### src/rtl/change_dispense_ctrl.sv
// Change dispenser: greedy payout over five denominations with an ack handshake and timeout abort.
// Defining CHG_STATS_EN adds per-denomination payout counters and a fault-abort counter.

module change_dispense_ctrl #(
  parameter int unsigned ACK_TIMEOUT = 255,
  parameter int unsigned STOCK_W     = 8
) (
  input  logic               clk,
  input  logic               rst,
  input  logic               chg_valid,
  input  logic [15:0]        chg_amount,
  output logic               chg_ready,
  input  logic               stock_ld,
  input  logic [2:0]         stock_sel,
  input  logic [STOCK_W-1:0] stock_val,
  output logic               pay_valid,
  output logic [2:0]         pay_denom,
  input  logic               pay_ack,
  output logic               done,
  output logic               short,
  output logic               fault,
  output logic [15:0]        remainder,
  input  logic [2:0]         stat_sel,
  output logic [15:0]        stat_cnt
);

  localparam int unsigned N_DEN = 5;
  localparam int unsigned TO_W  = (ACK_TIMEOUT > 1) ? $clog2(ACK_TIMEOUT) : 1;
  localparam logic [TO_W-1:0] TO_LAST = TO_W'(ACK_TIMEOUT - 1);

  typedef enum logic [1:0] {IDLE, SELECT, ISSUE, FINISH} state_t;

  function automatic logic [15:0] den_val(input logic [2:0] idx);
    case (idx)
      3'd0:    den_val = 16'd100;
      3'd1:    den_val = 16'd50;
      3'd2:    den_val = 16'd20;
      3'd3:    den_val = 16'd10;
      default: den_val = 16'd5;
    endcase
  endfunction

  state_t             r_state;
  logic [STOCK_W-1:0] r_stock [N_DEN];
  logic [15:0]        r_rem;
  logic [TO_W-1:0]    r_to_cnt;
  logic               r_chg_ready;
  logic               r_pay_valid;
  logic [2:0]         r_pay_denom;
  logic               r_done;
  logic               r_short;
  logic               r_fault;
  logic [15:0]        r_remainder;

  logic               w_found;
  logic [2:0]         w_sel;
  logic [15:0]        w_stat;

  // Largest payable denomination = lowest index that fits and is in stock
  always_comb begin
    w_found = 1'b0;
    w_sel   = 3'd0;
    for (int i = 0; i < N_DEN; i++) begin
      if (!w_found && (r_stock[i] != '0) && (den_val(3'(i)) <= r_rem)) begin
        w_found = 1'b1;
        w_sel   = 3'(i);
      end
    end
  end

`ifdef CHG_STATS_EN
  logic [15:0] r_stat [N_DEN+1];

  always_comb begin
    w_stat = 16'd0;
    for (int i = 0; i < N_DEN + 1; i++) begin
      if (stat_sel == 3'(i)) w_stat = r_stat[i];
    end
  end
`else
  logic w_unused_stat;
  assign w_unused_stat = ^stat_sel;
  assign w_stat        = 16'd0;
`endif

  always_ff @(posedge clk) begin
    if (rst) begin
      r_state     <= IDLE;
      r_rem       <= 16'd0;
      r_to_cnt    <= '0;
      r_chg_ready <= 1'b1;
      r_pay_valid <= 1'b0;
      r_pay_denom <= 3'd0;
      r_done      <= 1'b0;
      r_short     <= 1'b0;
      r_fault     <= 1'b0;
      r_remainder <= 16'd0;
      for (int i = 0; i < N_DEN; i++) r_stock[i] <= '0;
`ifdef CHG_STATS_EN
      for (int i = 0; i < N_DEN + 1; i++) r_stat[i] <= 16'd0;
`endif
    end else begin
      // Completion fields are only meaningful during the done pulse
      r_done      <= 1'b0;
      r_short     <= 1'b0;
      r_fault     <= 1'b0;
      r_remainder <= 16'd0;
      case (r_state)
        IDLE: begin
          if (stock_ld) begin
            for (int i = 0; i < N_DEN; i++) begin
              if (stock_sel == 3'(i)) r_stock[i] <= stock_val;
            end
          end
          if (chg_valid) begin
            r_rem       <= chg_amount;
            r_chg_ready <= 1'b0;
            r_state     <= SELECT;
          end
        end
        SELECT: begin
          if (w_found) begin
            r_pay_valid <= 1'b1;
            r_pay_denom <= w_sel;
            r_to_cnt    <= '0;
            r_state     <= ISSUE;
          end else begin
            r_done      <= 1'b1;
            r_short     <= (r_rem != 16'd0);
            r_remainder <= r_rem;
            r_state     <= FINISH;
          end
        end
        ISSUE: begin
          if (pay_ack) begin
            for (int i = 0; i < N_DEN; i++) begin
              if ((r_pay_denom == 3'(i)) && (r_stock[i] != '0)) r_stock[i] <= r_stock[i] - STOCK_W'(1);
`ifdef CHG_STATS_EN
              if ((r_pay_denom == 3'(i)) && (r_stat[i] != 16'hFFFF)) r_stat[i] <= r_stat[i] + 16'd1;
`endif
            end
            r_rem       <= r_rem - den_val(r_pay_denom);
            r_pay_valid <= 1'b0;
            r_state     <= SELECT;
          end else if (r_to_cnt == TO_LAST) begin
            r_pay_valid <= 1'b0;
            r_done      <= 1'b1;
            r_fault     <= 1'b1;
            r_remainder <= r_rem;
            r_state     <= FINISH;
`ifdef CHG_STATS_EN
            if (r_stat[N_DEN] != 16'hFFFF) r_stat[N_DEN] <= r_stat[N_DEN] + 16'd1;
`endif
          end else begin
            r_to_cnt <= r_to_cnt + TO_W'(1);
          end
        end
        FINISH: begin
          r_chg_ready <= 1'b1;
          r_state     <= IDLE;
        end
        default: r_state <= IDLE;
      endcase
    end
  end

  assign chg_ready = r_chg_ready;
  assign pay_valid = r_pay_valid;
  assign pay_denom = r_pay_denom;
  assign done      = r_done;
  assign short     = r_short;
  assign fault     = r_fault;
  assign remainder = r_remainder;
  assign stat_cnt  = w_stat;

endmodule
### config.mk
export PLATFORM = sky130hd
export DESIGN_NAME = change_dispense_ctrl
export DESIGN_NICKNAME = d
export VERILOG_FILES = /design/src/rtl/change_dispense_ctrl.sv
export SDC_FILE = /design/constraint.sdc
export NUM_CORES = 1
export LEC_CHECK = 0
export CORE_UTILIZATION = 41
export DETAILED_ROUTE_END_ITERATION = 12
export SYNTH_ARGS = -nofsm -noshare
export SYNTH_HDL_FRONTEND = slang
export SYNTH_SLANG_ARGS = --single-unit
### constraint.sdc
create_clock -name clk -period 4.1 [get_ports clk]
set_input_delay 1.23 -clock clk [delete_from_list [all_inputs] [get_ports clk]]
set_output_delay 1.23 -clock clk [all_outputs]
set_load 0.01 [all_outputs]
## Word-level counts from Yosys, hierarchy flattened

Memories as Yosys holds them, arrays and structs flattened.
Index checks and enable logic that the tools add are counted.

- Register bits: 50
- Bits in writable memories: 40
- Bits of input ports: 35
- Output and inout bits: 40
- Logic and storage cells: 192
- Memories: 1

Memories:

| name | depth | bits a word | rd ports | clocked after memory_dff | write ports | RTL line | text |
|---|---|---|---|---|---|---|---|
| r_stock | 5 | 8 | 5 | 0 | 5 | 44 | `logic [STOCK_W-1:0] r_stock [N_DEN];` |

- $add $sub $neg: 7
- Magnitude comparators: 5
- Eq/ne operators: 18
- Muxes and demuxes: 101
- Bitwise gates (word level): 12
- Reduce and logical (&&, ||, !) cells: 38

Operator list:

| cell | number |
|---|---|
| $mux W16 | 8 |
| $mux W8 | 13 |
| $mux W1 | 66 |
| $pmux W16 S2 | 2 |
| $reduce_bool A8 Y1 | 5 |
| $sub A8 B1 Y8 const B | 5 |
| $pmux W7 S4 | 1 |
| $le A3 B16 Y1 const A | 1 |
| $le A4 B16 Y1 const A | 1 |
| $le A5 B16 Y1 const A | 1 |
| $le A6 B16 Y1 const A | 1 |
| $le A7 B16 Y1 const A | 1 |
| $pmux W8 S2 | 1 |
| $reduce_bool A16 Y1 | 1 |
| $sub A16 B16 Y16 | 1 |
| $logic_and A1 B1 Y1 | 14 |
| $eq A3 B2 Y1 const B | 4 |
| $ne A2 B2 Y1 const B | 5 |
| $or A1 B1 Y1 | 10 |
| $mux W3 | 3 |
| $add A8 B1 Y8 const B | 1 |
| $eq A8 B8 Y1 const B | 1 |
| $pmux W2 S4 | 1 |
| $eq A3 B1 Y1 const B | 2 |
| other kinds (16) | 32 |

## Logic depth before layout (Yosys ltp)

An unclocked memory read counts as a cell.

- Depth in word-level cells: 22
- Mapped depth: 10
- Gate-level depth less buffers: 10

## Least setup slack after synthesis

No wires, ideal clock.

- Path kind: input port to flip-flop
- From: in rst
- To: mem r_stock[1][5] (netlist: r_stock[0][13]) (data pin)
- Library setup time: 0.270 ns
- Arrival time: 3.003 ns
- Required time: 3.830 ns
- Slack: 0.827 ns
- Cell stages on the path: 8
- Path buffers: 3
- Cell sequence: clkbuf_1 > nand3b_1 > or4b_1 > and4_1 > nand2_1 > clkbuf_1 > clkbuf_1 > a21oi_1

RTL lines:

| what | RTL line | text |
|---|---|---|
| start, declared | 9 | `input logic rst,` |
| end, declared | 44 |  |

==> reports/summary.txt <==
Clock buffer depth = 2
Depth of the CTS H-tree = 3
Setup bufs post-CTS = 0
Ys async rst share = 0%
Hold Buf Count CTS = 0
Outcome = complete, no violations
HP Class = register to register
Area of the core = 12200 um^2
CP max stage cell = o21ai_1
Cells along the critical path = clkdlybuf4s50_1, nand3b_1, nor2_1, nand4b_1, and4_1, nand2_1, buf_4, o21ai_1
Switch share = 39.0%
Initial antenna violation count = 0
Gpl congestion = 0.800
Top FF cell, synth = dfxtp_1
Grt ovf = 0
Switching Power = 1.40 mW
I/O pin cnt = 75
Drt via density = 5.39
Largest net degree at the start of global routing = 44
Seq pwr share = 37.5%
Power Density = 583 nW/um^2
Initial core utilization = 42.5%
Total Wirelength = 12.0 mm
Drt first-iter violations = 242
Share of cells above drive strength 1 = 6.48%
Final Setup Violations = 0
First-pass GRT wire length = 19.4 mm
Flops & latches, synth = 90
Mapped Area = 5170 um^2
Routed via count = 4229
Number of I/O port buffers = 55
Nets@finish = 670
Finished Layout Cells = 785
Synth top area share = 23.2%
TritonCTS clock tree = built
Worst Skew = 9.36 ps
CP Data Arrival Time = 3320 ps
Final worst slack = 755 ps
Setup Crit Path Kind = primary input to register
P&R area growth vs syn = 18.7%
Vias in the first global route = 3930
Setup_tns = 0 ps
Register area share after synthesis = 42.6%
CTS root buf = clkbuf_16
Antenna Nets Post-Route = 0
Period utilization = 81.6%
Logic pwr share = 40.0%
Post-Place Cells = 769
Fin crit period = 3340 ps
Synthesized area per cell = 9.27 um^2
Overall die area = 13100 um^2
Chip Height = 114 um
F_max = 0.299 GHz
Crit-path max FO = 12
Clk sinks = 90
Netlist cell types = 66
Post-synth EDFFs = 40
Worst slew pin tran = 896 ps
Commonest cells in the netlist = a21oi_1 (61), dfxtp_1 (50), nor2_1 (42)
Leak = 2.29 nW
RSZ-0062 raised after global routing = no
DP Worst Slack = 345 ps
Final-report max-slew violation count = 0
Largest area contributor in the netlist = edfxtp_1
All-Layer GR Usage = 19.3%
Cells resized by post-CTS repair = 0
Req. time, crit path = 4080 ps
Worst setup SP type = primary input
Top-count cell post-synth = a21oi_1
DPL Wire Length = 8.70 mm
WL per Instance = 15.3 um
Ranking of synthesized cells by area = edfxtp_1 (23%), dfxtp_1 (19%), a21oi_1 (5.9%)
TritonRoute pass-1 iters = 4
Max IR drop VDD = 0.000219 V
Clock power share = 22.6%
FP Rows = 40
CP peak stage delay = 630 ps
Syn. warnings = 0
Clock latency on the worst-skew pair = 350 ps
Internal power = 2.18 mW
Ant diodes = 0
Reg clk slew, reported paths = 60 ps
TritonCTS Buffers = 9
Final hold viol count = 0
Crit end category = register
Worst slew margin = 39.8%
Die width = 114 um
Max-cap violation count = 0
Residual DRC = 0
Fill count = 1124
Post-synthesis cell count = 558
==> stage by stage <==
step	utilization [%]	total power, mW	hold WS (ps)	area [um^2]
finish	50.5	3.58	492	6140
global route	50.5	3.84	512	6140
CTS	50.5	3.59	491	6140
detailed placement	48.1	2.78	482	5850
global placement	48.1	2.74	475	5850
floorplan	-	2.39	453	5230
==> layer usage <==
layer / vias up / routed length, um / track usage (%)
met5: - / 0 / 0
met4: 0 / 216 / 7.27
met3: 19 / 657 / 5.35
met2: 101 / 5060 / 28.6
met1: 1979 / 6050 / 26.6
li1: 2130 / - / -
==> layout make-up <==
type / count / area, um^2 / share of cell area (%)
clock buffer: 9 / 225 / 3.67
clock inverter: 7 / 60.1 / 0.978
inverter: 28 / 105 / 1.71
multi-input combinational: 418 / 2710 / 44.2
sequential: 90 / 2200 / 35.9
tap: 168 / 210 / 3.42
timing repair buffer: 65 / 626 / 10.2
==> cell usage in the layout, fill, tap and decap left out, drive strengths merged, types with 6 or more instances in the layout <==
cell,instances
and2,18
a211oi,15
o21ai,31
nor4b,6
clkdlybuf4s50,55
clkbuf,9
o21a,9
conb,16
edfxtp,40
inv,29
nor3,22
nand2b,6
or3,8
nand2,28
nor4,7
nor2,42
xor2,8
a31oi,9
a21oi,62
buf,10
xnor2,22
ha,22
dfxtp,50
nand3,16
==> final timing paths <==
path	end	startpoint	slack, ps	cells past startpoint
setup / recovery	r_stock[0][14]$_DFFE_PP_	rst	760	8
hold / removal	r_to_cnt[0]$_SDFFE_PP0P_	r_to_cnt[0]$_SDFFE_PP0P_	490	2
setup reg to reg	r_stock[0][14]$_DFFE_PP_	r_stock[0][34]$_DFFE_PP_	790	7
hold reg to reg	r_to_cnt[0]$_SDFFE_PP0P_	r_to_cnt[0]$_SDFFE_PP0P_	490	2
==> sequential cells by signal, summed over array words and instances (netlist names), 2 cells and up <==
signal	count
r_rem	16
remainder	16
r_state	2
r_stock	40
r_to_cnt	8
pay_denom	3
==> worst max-delay path: cells and delay by family <==
family | cells | cell delay (ps)
simple gates | 5 | 740
compound gates | 1 | 630
buf+inv | 2 | 720
==> power groups by stage <==
stage,logic [mW],registers [mW],clock network [mW]
floorplan,1.10,1.29,0
global placement,1.39,1.35,0
detailed placement,1.42,1.36,0
CTS,1.43,1.34,0.827
global route,1.61,1.37,0.856
finish,1.43,1.34,0.808
==> cells by family after synthesis <==
group / count (synthesis) / share of synthesized area (%)
simple gates: 185 / 19.7
compound gates: 159 / 19.7
flops: 90 / 42.6
buf+inv: 65 / 6.17
xor+xnor: 30 / 5.08
fa+ha+maj: 23 / 5.71
mux: 5 / 0.992
other cells: 1 / 0.0725
No activity file was read; power rests on OpenSTA's default activity.
